**src/rtl/peripheral_bus_master.sv**
```systemverilog
// ============================================================================
// peripheral_bus_master: valid/ready initiator for peripheral regs and memory
// Revision: 1.0
// ============================================================================
`default_nettype none

module peripheral_bus_master #(
   parameter int REGS           = 3,
   parameter int MEM_DEPTH      = 256,
   parameter int MEM_AW         = $clog2(MEM_DEPTH),
   parameter int MEM_RD_LATENCY = 1
) (
   input  logic                clk,
   input  logic                reset,
   input  logic                req_valid,
   output logic                req_ready,
   input  logic                req_write,
   input  logic [MEM_AW:0]     req_addr,
   input  logic [31:0]         req_wdata,
   output logic                rsp_valid,
   input  logic                rsp_ready,
   output logic [31:0]         rsp_rdata,
   output logic                rsp_error,
   output logic [REGS-1:0]     reg_write_en,
   output logic [31:0]         reg_data_in,
   input  logic [REGS*32-1:0]  reg_data_out,
   output logic                mem_write_en,
   output logic [MEM_AW-1:0]   mem_address,
   output logic [31:0]         mem_data_in,
   input  logic [31:0]         mem_data_out
);

   typedef enum logic [1:0] {
      IDLE     = 2'd0,
      ACCESS   = 2'd1,
      MEM_WAIT = 2'd2,
      RESP     = 2'd3
   } state_t;

   state_t              r_state;
   state_t              w_state_next;
   logic                r_write;
   logic [MEM_AW:0]     r_addr;
   logic [2:0]          r_wait_cnt;

   logic                w_accept;
   logic                w_reg_hit;
   logic [31:0]         w_reg_rd;
   logic                w_write_next;
   logic [MEM_AW:0]     w_addr_next;
   logic [2:0]          w_wait_cnt_next;
   logic                w_req_ready_next;
   logic                w_rsp_valid_next;
   logic [31:0]         w_rsp_rdata_next;
   logic                w_rsp_error_next;
   logic [REGS-1:0]     w_reg_write_en_next;
   logic                w_mem_write_en_next;
   logic [MEM_AW-1:0]   w_mem_address_next;
   logic [31:0]         w_wdata_next;

   assign w_accept = (r_state == IDLE) && req_ready && req_valid;

   // Register index decode of the captured address; out-of-range indices miss.
   always_comb begin
      w_reg_hit = 1'b0;
      w_reg_rd  = '0;
      for (int i = 0; i < REGS; i++) begin
         if (r_addr[MEM_AW-1:0] == MEM_AW'(i)) begin
            w_reg_hit = 1'b1;
            w_reg_rd  = reg_data_out[i*32 +: 32];
         end
      end
   end

   always_comb begin
      w_state_next        = r_state;
      w_write_next        = r_write;
      w_addr_next         = r_addr;
      w_wait_cnt_next     = r_wait_cnt;
      w_rsp_valid_next    = rsp_valid;
      w_rsp_rdata_next    = rsp_rdata;
      w_rsp_error_next    = rsp_error;
      w_reg_write_en_next = '0;
      w_mem_write_en_next = 1'b0;
      w_mem_address_next  = mem_address;
      w_wdata_next        = reg_data_in;

      case (r_state)
         IDLE: begin
            if (w_accept) begin
               w_write_next       = req_write;
               w_addr_next        = req_addr;
               w_wdata_next       = req_wdata;
               w_mem_address_next = req_addr[MEM_AW-1:0];
               w_rsp_rdata_next   = '0;
               w_rsp_error_next   = 1'b0;
               w_state_next       = ACCESS;
               // Strobes are registered here so they are high during ACCESS only.
               if (req_write) begin
                  if (req_addr[MEM_AW]) begin
                     w_mem_write_en_next = 1'b1;
                  end else begin
                     for (int i = 0; i < REGS; i++) begin
                        w_reg_write_en_next[i] = (req_addr[MEM_AW-1:0] == MEM_AW'(i));
                     end
                  end
               end
            end
         end
         ACCESS: begin
            if (r_addr[MEM_AW] && !r_write) begin
               w_wait_cnt_next = '0;
               w_state_next    = MEM_WAIT;
            end else begin
               if (!r_addr[MEM_AW]) begin
                  if (!w_reg_hit) begin
                     w_rsp_error_next = 1'b1;
                  end else if (!r_write) begin
                     w_rsp_rdata_next = w_reg_rd;
                  end
               end
               w_rsp_valid_next = 1'b1;
               w_state_next     = RESP;
            end
         end
         MEM_WAIT: begin
            if (r_wait_cnt == 3'(MEM_RD_LATENCY - 1)) begin
               w_rsp_rdata_next = mem_data_out;
               w_rsp_valid_next = 1'b1;
               w_state_next     = RESP;
            end else begin
               w_wait_cnt_next = r_wait_cnt + 3'd1;
            end
         end
         RESP: begin
            if (rsp_ready) begin
               w_rsp_valid_next = 1'b0;
               w_state_next     = IDLE;
            end
         end
         default: w_state_next = IDLE;
      endcase

      w_req_ready_next = (w_state_next == IDLE);
   end

   always_ff @(posedge clk or negedge reset) begin
      if (!reset) begin
         r_state      <= IDLE;
         r_write      <= 1'b0;
         r_addr       <= '0;
         r_wait_cnt   <= '0;
         req_ready    <= 1'b0;
         rsp_valid    <= 1'b0;
         rsp_rdata    <= '0;
         rsp_error    <= 1'b0;
         reg_write_en <= '0;
         reg_data_in  <= '0;
         mem_write_en <= 1'b0;
         mem_address  <= '0;
         mem_data_in  <= '0;
      end else begin
         r_state      <= w_state_next;
         r_write      <= w_write_next;
         r_addr       <= w_addr_next;
         r_wait_cnt   <= w_wait_cnt_next;
         req_ready    <= w_req_ready_next;
         rsp_valid    <= w_rsp_valid_next;
         rsp_rdata    <= w_rsp_rdata_next;
         rsp_error    <= w_rsp_error_next;
         reg_write_en <= w_reg_write_en_next;
         reg_data_in  <= w_wdata_next;
         mem_write_en <= w_mem_write_en_next;
         mem_address  <= w_mem_address_next;
         mem_data_in  <= w_wdata_next;
      end
   end

endmodule

`default_nettype wire

```
**config.mk**
```make
export PLATFORM = sky130hd
export DESIGN_NAME = peripheral_bus_master
export DESIGN_NICKNAME = d
export VERILOG_FILES = /design/src/rtl/peripheral_bus_master.sv
export SDC_FILE = /design/constraint.sdc
export NUM_CORES = 1
export LEC_CHECK = 0
export ABC_CLOCK_PERIOD_IN_PS = 4000
export CORE_ASPECT_RATIO = 0.6
export CORE_MARGIN = 4
export CORE_UTILIZATION = 42
export DETAILED_ROUTE_END_ITERATION = 8
export PLACE_DENSITY = 0.92
export REMOVE_ABC_BUFFERS = 1
export SYNTH_ARGS = -nofsm -noshare
export SYNTH_HDL_FRONTEND = slang
export SYNTH_SLANG_ARGS = --single-unit
```
**constraint.sdc**
```tcl
create_clock -name clk -period 4 [get_ports clk]
set_clock_uncertainty 0.1 [all_clocks]
set_input_delay 0.4 -clock clk [delete_from_list [all_inputs] [get_ports clk]]
set_output_delay 0.4 -clock clk [all_outputs]
set_load 0.01 [all_outputs]
```
==> impl_metrics.toml <==
[timing]
worstMarginPinSlew_ns = 1.18
drv_slew = 0
period_share = 0.687
finalSetupViolCount = 0
maxSlewHeadroom = 0.214
tns_ns = 0
rsz0062_at_grt = "false"
period_needed_ns = 2.75
clock.fmax_mhz = 364
hold_slack_ns = 0.167
timing.final.ws_setup_ns = 1.25
hold_violations = 0

[synth]
ys_ff_latch = 86
postSynthAreaPerCell_um2 = 10.2
synthesis.area_um2 = 4880
synth_cell_types = 37
synth_cells = 480
yosysWarningCount = 0
ys_seq_area_frac = 0.441

[cells_and_area]
layout_common_cells = "clkdlybuf4s50_1, nand2_1, dfrtp_1, a22o_1, mux2i_1"
diodes = 0
utilization = 0.690
fin_nets = 885
syn_to_final_growth_pct = 60.1
stdcell_count = 870
final_common_cell = "clkdlybuf4s50_1"
final_layout_size_suffix_gt1_frac = 0.0859
nFillCells = 865

[floorplan]
std_cell_rows = 30
top_level_ports = 285
dieArea_um2 = 13500
initial_core_util = 0.431
die_w_um = 147
core-area_um2 = 11300
die_h_um = 91.5

[drt]
wl_per_cell_um = 17.2
drt_iter0_markers = 206
ant_nets = 0
drt_wl_total_mm = 15.0
viasPerCell = 4.99
dr.pass1.iters = 5
drc = 0
vias = 4345

[global_routing]
grt_pass1_wl_mm = 23.8
grt_max_degree = 87
grt-ovfl-total = 0
antenna_found_initial = 0
grt_usage = 0.218
grt_pass1_vias = 4698

[critical_path]
cp-start-kind = "flop"
critPathRequiredTime_ns = 4.11
worstSetupPathType = "reg -> reg"
crit_fanout = 32
critPathCaptureType = "flop"
cp.arrival_ns = 2.86

[power]
max-vdd-ir-drop_v = 0.000325
p_per_area_nw_per_um2 = 582
p_leak_nw = 3.46

[min_path]
min_path_type = "in -> async"

[clock_network]
cts_setup_buffers = 0
clk_root_buffer_cell = "clkbuf_16"
clk_latency_ns = 0.33
cts_resized = 0
cts.reportedPaths.clkPinSlew_ns = 0.06
clockBufferDepth = 2
holdBufCountCts = 0
cts_tree = "done"
cts_made_buffers = 9
ctsHtreeMaxLevel = 3
clkSinkCount = 86

[place]
post-place-ws_ns = 1.25
finalWeightedCongestion = 0.844
dp_cells = 854
dp_hpwl_mm = 11.6
io_buffers = 284

[flow_run]
drv_cap = 0

[status]
status = "finished clean"
[critical path: stages (launching register included)]
cell      delay (ns)
dfrtp_1         0.69
a211oi_2        0.37
nand3_1         0.11
a2111o_2        0.88
mux2_4          0.44
[worst paths after layout]
kind / startpoint / end / slack [ns] / depth (start not counted)
setup / recovery: mem_address[0] / rsp_rdata[19] / 1.25 / 4
max in group asynchronous: reset / mem_address[1] / 2.88 / 1
hold reg to reg: mem_data_in[22] / mem_data_in[22] / 0.40 / 2
min in group clk: mem_data_in[22] / mem_data_in[22] / 0.40 / 2
hold / removal: reset / mem_address[3] / 0.17 / 1
setup reg to reg: mem_address[0] / rsp_rdata[19] / 1.25 / 4
[cells in the mapped netlist, drive strengths merged]
library cell | instances | area, um^2
dfrtp | 86 | 2150
mux2 | 33 | 484
or2 | 1 | 6.26
a31oi | 2 | 12.5
nand2b | 1 | 6.26
a21oi | 3 | 15.0
buf | 51 | 375
mux2i | 33 | 330
nand3 | 3 | 15.0
a2111o | 1 | 11.3
nor2b | 5 | 31.3
clkbuf | 24 | 90.1
ha | 6 | 75.1
nand4 | 1 | 6.26
nor3b | 2 | 15.0
o22ai | 1 | 6.26
a31o | 1 | 8.76
nor2 | 7 | 26.3
inv | 5 | 18.8
a211oi | 1 | 12.5
and4 | 1 | 8.76
o2bb2ai | 32 | 280
o21ai | 2 | 10.0
and2 | 1 | 6.26
and3 | 2 | 12.5
o41ai | 2 | 17.5
nor3 | 4 | 20.0
nand2 | 130 | 488
a22o | 36 | 315
a21boi | 1 | 7.51
nor4 | 2 | 18.8
[power breakdown]
| group | internal, mW | switching [mW] |
|---|---|---|
| registers | 1.10 | 0.218 |
| clock network | 0.546 | 0.325 |
| logic | 1.31 | 1.05 |
[state kept, by name (all words and copies together) (netlist names), 2 cells and up]
signal,cells
reg_write_en,3
r_state,2
mem_address,7
r_addr,2
r_wait_cnt,3
rsp_rdata,32
mem_data_in,32
[layout make-up]
cell class / count / area, um^2 / area share
Timing Repair Buffer: 289 / 2880 / 0.368
Clock inverter: 6 / 86.3 / 0.0110
Clock buffer: 10 / 229 / 0.0293
Multi-Input combinational cell: 314 / 2250 / 0.288
Tap cell: 160 / 200 / 0.0256
Sequential cell: 86 / 2150 / 0.275
Inverter: 5 / 18.8 / 0.00240
[cells by family (layout without fill, tap and decap cells)]
logic type                 after synthesis  in the layout  synth area share
AOI/OAI and AO/OA                       82             82             0.143
adders and majority gates                6              6            0.0154
buffers and inverters                   80            310            0.0992
DFF                                     86             86             0.441
muxes                                   66             66             0.167
and+or+nand+nor                        160            160             0.135
[routing by layer]
metal | wire, um | GRT usage | vias up
met4 | 255 | 0.0589 | 0
li1 | - | - | 2081
met1 | 6390 | 0.275 | 2110
met2 | 7710 | 0.380 | 136
met5 | 0 | 0 | -
met3 | 627 | 0.0464 | 18
[metrics by stage]
step | cell area, um^2 | power, mW
after floorplan | 4420 | 2.56
after global placement | 7500 | 3.61
after detailed placement | 7500 | 3.70
after CTS | 7820 | 4.60
after global routing | 7820 | 4.83
final | 7820 | 4.55
Power figures use the tool's default switching activity.
